`src/rtl/seg_scan.sv`:
```
// Four-digit multiplexed 7-segment scanner (HH:MM) with a blinking colon on digit 2's decimal point.
// Optional macro LZ_BLANK_EN: blank digit 3 when its latched value is 0.
module seg_scan #(
  parameter int BLINK_DIV = 500
) (
  input  logic       clk100Mhz,
  input  logic       rst_n,
  input  logic       disp_clk,
  input  logic [3:0] d3,
  input  logic [3:0] d2,
  input  logic [3:0] d1,
  input  logic [3:0] d0,
  output logic [3:0] an,
  output logic [6:0] seg,
  output logic       dp,
  output logic       frame
);

  localparam int                BCNT_W    = 12;
  localparam logic [BCNT_W-1:0] BCNT_LAST = BCNT_W'(BLINK_DIV - 1);

  logic              r_s0, r_s1, r_s2;
  logic              w_scan_tick;
  logic              w_wrap;
  logic [1:0]        r_idx, w_idx_nxt;
  logic [3:0]        r_sh3, r_sh2, r_sh1, r_sh0;
  logic [3:0]        w_sh3_nxt, w_sh2_nxt, w_sh1_nxt, w_sh0_nxt;
  logic [BCNT_W-1:0] r_bcnt, w_bcnt_nxt;
  logic              r_colon, w_colon_nxt;
  logic [3:0]        w_digit;
  logic [6:0]        w_seg_nxt;
  logic [3:0]        w_an_nxt;
  logic              w_dp_nxt;
  logic [3:0]        r_an;
  logic [6:0]        r_seg;
  logic              r_dp;

  function automatic logic [6:0] f_decode(input logic [3:0] v);
    logic [6:0] pat;
    case (v)
      4'd0:    pat = 7'b1000000;
      4'd1:    pat = 7'b1111001;
      4'd2:    pat = 7'b0100100;
      4'd3:    pat = 7'b0110000;
      4'd4:    pat = 7'b0011001;
      4'd5:    pat = 7'b0010010;
      4'd6:    pat = 7'b0000010;
      4'd7:    pat = 7'b1111000;
      4'd8:    pat = 7'b0000000;
      4'd9:    pat = 7'b0010000;
      default: pat = 7'b1111111;
    endcase
    return pat;
  endfunction

  // Stage: disp_clk synchronizer and rising-edge detect
  always_ff @(posedge clk100Mhz or negedge rst_n) begin
    if (!rst_n) begin
      r_s0 <= 1'b0;
      r_s1 <= 1'b0;
      r_s2 <= 1'b0;
    end else begin
      r_s0 <= disp_clk;
      r_s1 <= r_s0;
      r_s2 <= r_s1;
    end
  end

  assign w_scan_tick = r_s1 & ~r_s2;
  assign w_wrap      = w_scan_tick & (r_idx == 2'd3);
  assign frame       = w_wrap;

  always_comb begin
    w_idx_nxt   = r_idx;
    w_bcnt_nxt  = r_bcnt;
    w_colon_nxt = r_colon;
    w_sh3_nxt   = r_sh3;
    w_sh2_nxt   = r_sh2;
    w_sh1_nxt   = r_sh1;
    w_sh0_nxt   = r_sh0;
    if (w_scan_tick) begin
      w_idx_nxt = r_idx + 2'd1;
      if (r_bcnt == BCNT_LAST) begin
        w_bcnt_nxt  = '0;
        w_colon_nxt = ~r_colon;
      end else begin
        w_bcnt_nxt = r_bcnt + 1'b1;
      end
    end
    // Inputs only enter at the frame boundary so a frame never mixes old and new digits.
    if (w_wrap) begin
      w_sh3_nxt = d3;
      w_sh2_nxt = d2;
      w_sh1_nxt = d1;
      w_sh0_nxt = d0;
    end
  end

  always_comb begin
    w_digit = w_sh0_nxt;
    case (w_idx_nxt)
      2'd0:    w_digit = w_sh0_nxt;
      2'd1:    w_digit = w_sh1_nxt;
      2'd2:    w_digit = w_sh2_nxt;
      default: w_digit = w_sh3_nxt;
    endcase
    w_seg_nxt = f_decode(w_digit);
`ifdef LZ_BLANK_EN
    if ((w_idx_nxt == 2'd3) && (w_sh3_nxt == 4'd0)) begin
      w_seg_nxt = 7'b1111111;
    end
`endif
    w_an_nxt = ~(4'b0001 << w_idx_nxt);
    w_dp_nxt = ~((w_idx_nxt == 2'd2) && w_colon_nxt);
  end

  // Stage: scan state, shadow digits and blink counter
  always_ff @(posedge clk100Mhz or negedge rst_n) begin
    if (!rst_n) begin
      r_idx   <= 2'd3;
      r_bcnt  <= '0;
      r_colon <= 1'b0;
      r_sh3   <= 4'd0;
      r_sh2   <= 4'd0;
      r_sh1   <= 4'd0;
      r_sh0   <= 4'd0;
    end else begin
      r_idx   <= w_idx_nxt;
      r_bcnt  <= w_bcnt_nxt;
      r_colon <= w_colon_nxt;
      r_sh3   <= w_sh3_nxt;
      r_sh2   <= w_sh2_nxt;
      r_sh1   <= w_sh1_nxt;
      r_sh0   <= w_sh0_nxt;
    end
  end

  // Stage: registered display drive, updated one cycle after scan_tick
  always_ff @(posedge clk100Mhz or negedge rst_n) begin
    if (!rst_n) begin
      r_an  <= 4'b1111;
      r_seg <= 7'b1111111;
      r_dp  <= 1'b1;
    end else if (w_scan_tick) begin
      r_an  <= w_an_nxt;
      r_seg <= w_seg_nxt;
      r_dp  <= w_dp_nxt;
    end
  end

  assign an  = r_an;
  assign seg = r_seg;
  assign dp  = r_dp;

endmodule

```
`config.mk`:
```
export PLATFORM = sky130hd
export DESIGN_NAME = seg_scan
export DESIGN_NICKNAME = d
export VERILOG_FILES = /design/src/rtl/seg_scan.sv
export SDC_FILE = /design/constraint.sdc
export NUM_CORES = 1
export LEC_CHECK = 0
export CORE_UTILIZATION = 55
export CTS_CLUSTER_SIZE = 20
export DETAILED_ROUTE_END_ITERATION = 10
export DONT_BUFFER_PORTS = 1
export GPL_TIMING_DRIVEN = 0
export PLACE_DENSITY = 0.7
export SLEW_MARGIN = 15
export SYNTH_ARGS = -nofsm -noshare
export SYNTH_HDL_FRONTEND = slang
export SYNTH_SLANG_ARGS = --single-unit
```
`constraint.sdc`:
```
create_clock -name clk100Mhz -period 3 [get_ports clk100Mhz]
set_input_delay 0.15 -clock clk100Mhz [delete_from_list [all_inputs] [get_ports clk100Mhz]]
set_output_delay 0.15 -clock clk100Mhz [all_outputs]
set_load 0.02 [all_outputs]
```
==> results.ini <==
[grt]
grt_pass1_wl_mm=7.69
track_usage_pct=23.3
antenna_found_initial=0
grt_overflow=0
grt_max_degree=47
grt_pass1_vias=1606

[synth]
ys_warn_count=0
syn_area_sq_um=2400
ys_types=60
synth-seq-cells=46
synthFlopType=dfrtp_1
async_reset_ff_share_pct=100
syn_avg_cell_area_sq_um=11.4
yosysSeqAreaShare_pct=48.7
syn_nets=236
synthCells=210
synth-edff-count=0

[drt]
route.vias.total=1652
first_pass_iters=4
wire_per_inst_um=16.9
drtAntennaViolNets=0
finalWirelength_mm=4.78
drt_iter0_drc=47
vias_per_cell=5.86
drcViolationCount=0

[final_layout]
layout_commonest_cell=dfrtp_1
antenna_cells=0
final_cell_mix=dfrtp_1 (32), nand2_1 (18), nor2_1 (14), dfstp_2 (14), mux2_2 (12)
syn2layout_area_growth_pct=15.7
drive_gt1_share_pct=28.0
post-route-cell-area_sq_um=2780
final_net_count=257
num-fill-cells=301

[sta]
slew_headroom_pct=60.1
clock_skew_ns=0.0103
setup_tns_ns=0
whs_ns=-0.000828
period_share_pct=96.0
setup_viol=0
finalHoldViolations=1
worst_pin_slew_ns=0.597
period_needed_ns=2.88
fmax_mhz=347
maxSlewViolCount=0
setup_ws_ns=0.120
rsz0062_at_grt=no

[floorplanning]
num_rows=23
pin_count=32
coreArea_sq_um=4090
fp.dieW_um=68.1
die_h_um=68.1
die_area_sq_um=4630
start_util_pct=58.8

[worst_setup_path]
worst-path-max-fanout=8
worst-setup-path-type=flip-flop to flip-flop
cp_slowest_cell=dfstp_2
cpPeakStageDelay_ns=0.57
worstPathRequired_ns=3.23
r2r_start=r_idx[1]$_DFF_PN1_
crit_path_start_kind=flip-flop
r2r_cells=10
cp_data_arrival_time_ns=3.11
worstPathCellList=ha_2 > clkbuf_2 > nor4b_4 > a31oi_1 > nand2b_1 > a32o_2 > ha_1 > or3b_1 > o2111ai_1 > a22o_1
end_kind=flip-flop
timing.critical_path.from=r_idx[1]$_DFF_PN1_

[clock_tree]
clockBufferDepth=2
cts_sinks=46
path_clk_slew_ns=0.08
clock_latency_ns=0.31
ctsHtreeMaxLevel=2
cts_tree=built
numCtsBuffers=5
root_buffer=clkbuf_8

[outcome]
status=finished with violations
violations=negative hold slack

[placed_design]
place_ws_ns=-0.207
place_area_sq_um=2460
place_congestion=0.815
dp_hpwl_mm=3.37
io_buffer_count=0

[min_path]
hold_class=input port to flip-flop
holdPathStages=1
min_from=d2[1]

[job]
cap_violations=0

[power]
leakagePower_nw=1.24
peakVddDrop_mv=0.577
p_per_area_nw_per_um2=1140

==> per-stage QoR <==
step | cells | util (%) | power (mW)
after floorplan | 210 | - | 2.18
final | 282 | 68.0 | 3.17
after detailed placement | 260 | 60.3 | 2.46
after CTS | 274 | 66.1 | 3.10
after global placement | 260 | 60.3 | 2.40
after global routing | 282 | 68.0 | 3.38
==> routing by layer <==
layer	up-vias	track usage [%]	wire length, um
met5	-	0	0
met4	0	9.38	79
met1	827	29.2	2190
met3	8	4.33	139
met2	28	39.5	2370
li1	789	-	-
==> timing repair <==
action,in CTS,in global routing
setup buffers,0,6
hold buffers,6,2
pin swaps,0,1
setup endpoints to repair,2,3
endpoints found under the hold margin,50,2
gates resized for setup,3,2
==> synth_stat cells (all sizes together), types with 4 or more instances <==
library cell	count	area share (%)
a31oi	4	1.0
nand3	5	1.0
nand2	18	2.8
dfrtp	32	33
mux2	14	6.9
o21ai	7	1.6
inv	11	1.7
ha	7	3.6
mux2i	9	4.3
dfstp	14	15
nor2	14	2.2
buf	5	1.4
clkbuf	4	0.68
nor3	7	1.7
xor2	5	1.8
xnor2	6	2.2
==> path summary, 6_finish.rpt <==
kind	endpoint	slack, ns
max reg2reg	seg[0]$_DFFE_PN1P_	0.12
min in group asynchronous	r_bcnt[7]$_DFFE_PN0P_	0.36
max in group asynchronous	seg[6]$_DFFE_PN1P_	2.37
min	r_sh2[1]$_DFF_PN0_	-0.0008
max	seg[0]$_DFFE_PN1P_	0.12
min reg2reg	r_s1$_DFF_PN0_	0.39
==> power breakdown <==
part	switching [mW]	internal (mW)	leakage, nW
Sequential	0.204	0.897	0.544
Clock	0.211	0.355	0.0714
Combinational	0.805	0.696	0.628
==> critical path: cells and delay by family, from the launching register on <==
| kind | cells | cell delay, ns |
|---|---|---|
| compound gates | 4 | 0.81 |
| simple gates | 3 | 0.72 |
| fa+ha+maj | 2 | 0.50 |
| flops | 1 | 0.57 |
| buf+inv | 1 | 0.21 |
==> cell type report <==
| type | instances | area [sq um] | share of cell area (%) |
|---|---|---|---|
| Multi-Input combinational cell | 144 | 1170 | 42.2 |
| Sequential cell | 46 | 1170 | 42.1 |
| Timing Repair Buffer | 14 | 143 | 5.13 |
| Clock buffer | 6 | 82.6 | 2.97 |
| Tap cell | 50 | 62.6 | 2.25 |
| Clock inverter | 2 | 60.1 | 2.16 |
| Buffer | 9 | 48.8 | 1.76 |
| Inverter | 11 | 41.3 | 1.49 |
==> logic make-up (layout without fill, tap and decap cells) <==
family,Yosys count,count (layout),share of synthesized area [%]
buf+inv,20,42,3.75
xor+xnor,11,11,4.01
fa+ha+maj,7,7,3.65
compound gates,35,35,11.5
mux,24,24,12.2
simple gates,67,67,16.2
flops,46,46,48.7
==> state kept, by name (all words and copies together), names as in the netlist, 2 cells and up <==
register  cells
an            4
r_bcnt       12
r_idx         2
r_sh0         4
r_sh1         4
r_sh2         4
r_sh3         4
seg           7
(Power assumes the default switching activity.)
